===== src/rtl/alarm_pkg.sv =====
// Shared types for the alarm bank: per-channel FSM state encoding and
// the ring-counter width helper.
package alarm_pkg;

    typedef enum logic [1:0] {
        IDLE  = 2'd0,
        RUN   = 2'd1,
        ALARM = 2'd2
    } state_e;

    // Bits needed to count 0..ring_secs, never less than one.
    function automatic int ring_width(input int ring_secs);
        int w;
        w = $clog2(ring_secs + 1);
        return (w < 1) ? 1 : w;
    endfunction

endpackage


===== src/rtl/alarm_channel.sv =====
// One egg-timer channel: load/countdown/alarm FSM with registered outputs,
// repeat reload on acknowledge and an optional ring timeout.
module alarm_channel
    import alarm_pkg::*;
#(
    parameter int SIZE      = 4,
    parameter int RING_SECS = 30
) (
    input  logic            sec_clk,
    input  logic            rst,
    input  logic            start_i,
    input  logic            enable_i,
    input  logic            ack_i,
    input  logic            repeat_i,
    input  logic [SIZE-1:0] max_i,
    output logic [SIZE-1:0] count_o,
    output logic            alarm_o,
    output logic            missed_o
);

    localparam int            RW        = ring_width(RING_SECS);
    localparam logic [RW-1:0] RING_LAST = RW'((RING_SECS == 0) ? 0 : RING_SECS - 1);
    localparam logic [SIZE-1:0] ONE     = SIZE'(1);

    state_e          state_q;
    logic [SIZE-1:0] count_q;
    logic [RW-1:0]   ring_q;
    logic            alarm_q;
    logic            missed_q;

    // NOTE: one clocked block with non-blocking assignments only; reset is
    // synchronous, so it sits inside the edge-triggered branch as highest priority.
    always_ff @(posedge sec_clk) begin
        if (rst) begin
            state_q  <= IDLE;
            count_q  <= '0;
            ring_q   <= '0;
            alarm_q  <= 1'b0;
            missed_q <= 1'b0;
        end else if (start_i) begin
            count_q  <= max_i;
            ring_q   <= '0;
            missed_q <= 1'b0;
            if (max_i == '0) begin
                state_q <= ALARM;
                alarm_q <= 1'b1;
            end else begin
                state_q <= RUN;
                alarm_q <= 1'b0;
            end
        end else begin
            case (state_q)
                RUN: begin
                    if (enable_i) begin
                        if (count_q <= ONE) begin
                            count_q <= '0;
                            ring_q  <= '0;
                            state_q <= ALARM;
                            alarm_q <= 1'b1;
                        end else begin
                            count_q <= count_q - ONE;
                        end
                    end
                end
                ALARM: begin
                    if (ack_i) begin
                        ring_q <= '0;
                        if (repeat_i) begin
                            count_q <= max_i;
                            // A zero preset re-arms immediately: keep ringing.
                            if (max_i != '0) begin
                                state_q <= RUN;
                                alarm_q <= 1'b0;
                            end
                        end else begin
                            state_q <= IDLE;
                            alarm_q <= 1'b0;
                        end
                    end else if (RING_SECS != 0 && ring_q == RING_LAST) begin
                        state_q  <= IDLE;
                        alarm_q  <= 1'b0;
                        missed_q <= 1'b1;
                    end else begin
                        ring_q <= ring_q + RW'(1);
                    end
                end
                default: state_q <= IDLE;
            endcase
        end
    end

    assign count_o  = count_q;
    assign alarm_o  = alarm_q;
    assign missed_o = missed_q;

endmodule


===== src/rtl/alarm_bank.sv =====
// Bank of CHANNELS independent egg-timer channels sharing the one-second
// tick, with a combined "something is ringing" flag.
module alarm_bank #(
    parameter int CHANNELS  = 2,
    parameter int SIZE      = 4,
    parameter int RING_SECS = 30
) (
    input  logic                     sec_clk,
    input  logic                     rst,
    input  logic [CHANNELS-1:0]      start,
    input  logic [CHANNELS-1:0]      enable,
    input  logic [CHANNELS-1:0]      ack,
    input  logic [CHANNELS-1:0]      repeat_mode,
    input  logic [CHANNELS*SIZE-1:0] max,
    output logic [CHANNELS*SIZE-1:0] count,
    output logic [CHANNELS-1:0]      alarm,
    output logic [CHANNELS-1:0]      missed,
    output logic                     any_alarm
);

    for (genvar i = 0; i < CHANNELS; i++) begin : g_ch
        alarm_channel #(
            .SIZE      (SIZE),
            .RING_SECS (RING_SECS)
        ) u_channel (
            .sec_clk  (sec_clk),
            .rst      (rst),
            .start_i  (start[i]),
            .enable_i (enable[i]),
            .ack_i    (ack[i]),
            .repeat_i (repeat_mode[i]),
            .max_i    (max[i*SIZE +: SIZE]),
            .count_o  (count[i*SIZE +: SIZE]),
            .alarm_o  (alarm[i]),
            .missed_o (missed[i])
        );
    end

    assign any_alarm = |alarm;

endmodule

===== config.mk =====
export PLATFORM = sky130hd
export DESIGN_NAME = alarm_bank
export DESIGN_NICKNAME = d
export VERILOG_FILES = /design/src/rtl/alarm_pkg.sv /design/src/rtl/alarm_channel.sv /design/src/rtl/alarm_bank.sv
export SDC_FILE = /design/constraint.sdc
export NUM_CORES = 1
export LEC_CHECK = 0
export CORE_AREA = 5 5 71 86
export CTS_BUF_LIST = sky130_fd_sc_hd__clkbuf_4
export DETAILED_ROUTE_END_ITERATION = 10
export DIE_AREA = 0 0 76 91
export GPL_ROUTABILITY_DRIVEN = 0
export SLEW_MARGIN = 20
export SYNTH_ARGS = -nofsm -noshare
export SYNTH_HDL_FRONTEND = slang
export SYNTH_SLANG_ARGS = --single-unit

===== constraint.sdc =====
create_clock -name sec_clk -period 2.5 [get_ports sec_clk]
set_clock_uncertainty 0.15 [all_clocks]
set_input_delay 0.75 -clock sec_clk [delete_from_list [all_inputs] [get_ports sec_clk]]
set_output_delay 0.75 -clock sec_clk [all_outputs]
set_load 0.02 [all_outputs]

==> results.md <==
* CTS Buffer Depth at 2
* Crit share post-route at 0.9588
* Post-synthesis area per instance at 8.204 um2
* Total GRT Usage at 0.1176
* Syn. warnings at 0
* CP Data Required Time at 1.60 ns
* R2R Setup Slk at around 0.41 ns
* Drt total wl at 4055 um
* Count leader, synth: dfxtp_1
* Final setup viols at 0
* First-pass GRT wire length at 7058 um
* Layout area overhead at 24.82%
* Top cell type's share of synthesized area at 0.2993
* CP peak stage delay at roughly 0.53 ns
* Largest area contributor in the netlist: dfxtp_1
* Fin. Hold Viols at 0
* Post-synth top cells: dfxtp_1 (26), a21oi_1 (18), inv_1 (16)
* CP bufs+invs at 1
* R2r startpoint: g_ch[1].u_channel.count_o[0]$_SDFFE_PP0P_
* Initial antenna violation count at 0
* Setup bufs post-CTS at 0
* Achievable Freq at 417.2 MHz
* Vias in the first global route at 1,634
* Status: finished clean
* Critical path depth at 2
* Post-DP HPWL at 3112 um
* Max-Slew Margin vs Limit at 0.6047
* Worst-margin pin slew at about 0.6 ns
* Fin. max-slew vios at 0
* Htree depth at 1
* Unrepaired setup endpoints after global routing: false
* CTS sink cnt at 26
* Hold Path Sink: g_ch[1].u_channel.missed_o$_SDFFE_PP0P_
* Placed insts at between 300 and 400
* Post-CTS sizing at 0
* Tmin final at 2.397 ns
* Asr flop ratio synth at 0
* CTS Root Cell: clkbuf_4
* Hold Path Stages at 1
* Port buffer count at 30
* EDFF count, synth at 0
* DRT antenna net count at 0
* Leak at 0.7802 nW
* Crit path max fanout at 3
* Hold buffers post-CTS at 0
* Antenna Cells at 0
* Drt first pass iters at 4
* Min-delay worst type: flip-flop to flip-flop
* Post-Synthesis Cells at 212
* Yosys reg bits at 26
* Post-layout power at 0.0009366 W
* Number of DRC markers in iteration 0 at 41
* Critical path type: flip-flop to primary output
* Setup TNS Final at 0 ns
* Fin util at 0.4184
* Hold Startpoint: g_ch[1].u_channel.missed_o$_SDFFE_PP0P_
* Vias per cell at ~5.3
* Slowest CP cell: clkdlybuf4s50_1
* Worst-Skew Late Latency at 0.31 ns
* Clock-pin slew on the worst setup and hold paths at approximately 0.15 ns
* Share of layout cells above drive strength 1 at 0.1220
* Cts bufs inserted at 3
* Fin cells at around 310
* Yosys cell types at 54
* TritonCTS clock tree: done
* Core Area at 5189 um2
* Ys flop type: dfxtp_1
* Final net count at about 280
* Via count at 1,644
* Initial Util at 0.3352
* Critical path capture point type: primary output
* Max-Cap Viols at 0
* Reg-to-Reg End: g_ch[1].u_channel.ring_q[4]$_SDFFE_PP0P_
* Die extent in y at slightly above 90 um
* CP top delay family: buffers and inverters
* Die ar. at 6916 um2
* DR WL/cell at around 13 um
* Cells on worst reg2reg path at 6
* Syn Std Cell Area at 1739 um2
* Total nets after synthesis at 241
* Largest net degree at the start of global routing at 16
* GR Overflow Total at 0
* Die W at 76 um
* DRC Markers at 0
* Power per cell area at 431.4 nW/um2
* WP data arrival at 1.50 ns
* I/O pin count at 31
* Startpoint Class: flip-flop
* Crit path cell chain: or2_2 -> clkdlybuf4s50_1
* Peak VDD IR at around 0.00017 V
* Largest cells by area after synthesis: dfxtp_1 (30%), ha_1 (7.9%), a21oi_1 (5.2%)
* Row count at 29
* Sequential area share after synthesis at 0.2993
per-stage QoR:
stage,setup slack (ns),instance area [um2],hold WS [ns]
final,0.1031,2171,0.3351
after global placement,0.02007,2148,0.2962
after floorplan,0.4545,1739,0.2916
after detailed placement,-0.01896,2148,0.3077
after global routing,0.05356,2171,0.3782
after CTS,0.09009,2171,0.3427
routing by layer:
layer  vias up  routed length, um  GRT usage
met1       767               1866     0.1419
li1        863                  -          -
met4         0                 38    0.03858
met2        10               2095     0.2150
met3         4                 55    0.01188
met5         -                  0          0
where the power goes:
group	leakage (nW)	internal, W	total (W)	switching, W
clock	0.0138	0.0000564	0.000184	0.000128
sequential	0.212	0.000434	0.000457	0.0000223
combinational	0.554	0.000143	0.000295	0.000153
total	0.780	0.000633	0.000937	0.000303
flip-flops by register name (all words and copies together), names as in the netlist:
| register | cells |
|---|---|
| g_ch.u_channel.ring_q | 10 |
| g_ch.u_channel.alarm_o | 2 |
| g_ch.u_channel.missed_o | 2 |
| g_ch.u_channel.count_o | 8 |
| g_ch.u_channel.state_q | 4 |
cell type report:
class	count	area [um2]
clock buffer	3	22.52
fill	547	3018
inverter	16	60.06
multi-input combinational	157	1085
sequential	26	520.5
tap	62	77.57
timing repair buffer	44	405.4
placed cells by master (no fill, tap or decap), types with 10 or more instances in the layout:
cell type,count
clkdlybuf4s50_1,30
dfxtp_1,26
a21oi_1,18
inv_1,16
buf_4,14
nor2_1,13
o21ai_0,12
ha_1,11
nand3_1,10
worst max path at each step:
stage / startpoint / to / slack [ns]
floorplan: g_ch[1].u_channel.count_o[0]$_SDFFE_PP0P_ / g_ch[1].u_channel.state_q[0]$_SDFFE_PP0P_ / 0.45
global placement: ack[1] / g_ch[1].u_channel.ring_q[4]$_SDFFE_PP0P_ / 0.02
CTS: g_ch[1].u_channel.alarm_o$_SDFFE_PP0P_ / any_alarm / 0.09
global route: g_ch[0].u_channel.alarm_o$_SDFFE_PP0P_ / any_alarm / 0.05
detailed placement: ack[1] / g_ch[1].u_channel.ring_q[4]$_SDFFE_PP0P_ / -0.02
finish: g_ch[0].u_channel.alarm_o$_SDFFE_PP0P_ / any_alarm / 0.10
cell families after synthesis:
| kind of cell | synth area share |
|---|---|
| adder cells (fa/ha/maj) | 0.07914 |
| AND/OR/NAND/NOR | 0.2194 |
| flip-flops | 0.2993 |
| AO/OA/AOI/OAI | 0.2950 |
| buffers and inverters | 0.07698 |
| multiplexers | 0.03022 |
No activity file was read; power rests on OpenSTA's default activity.
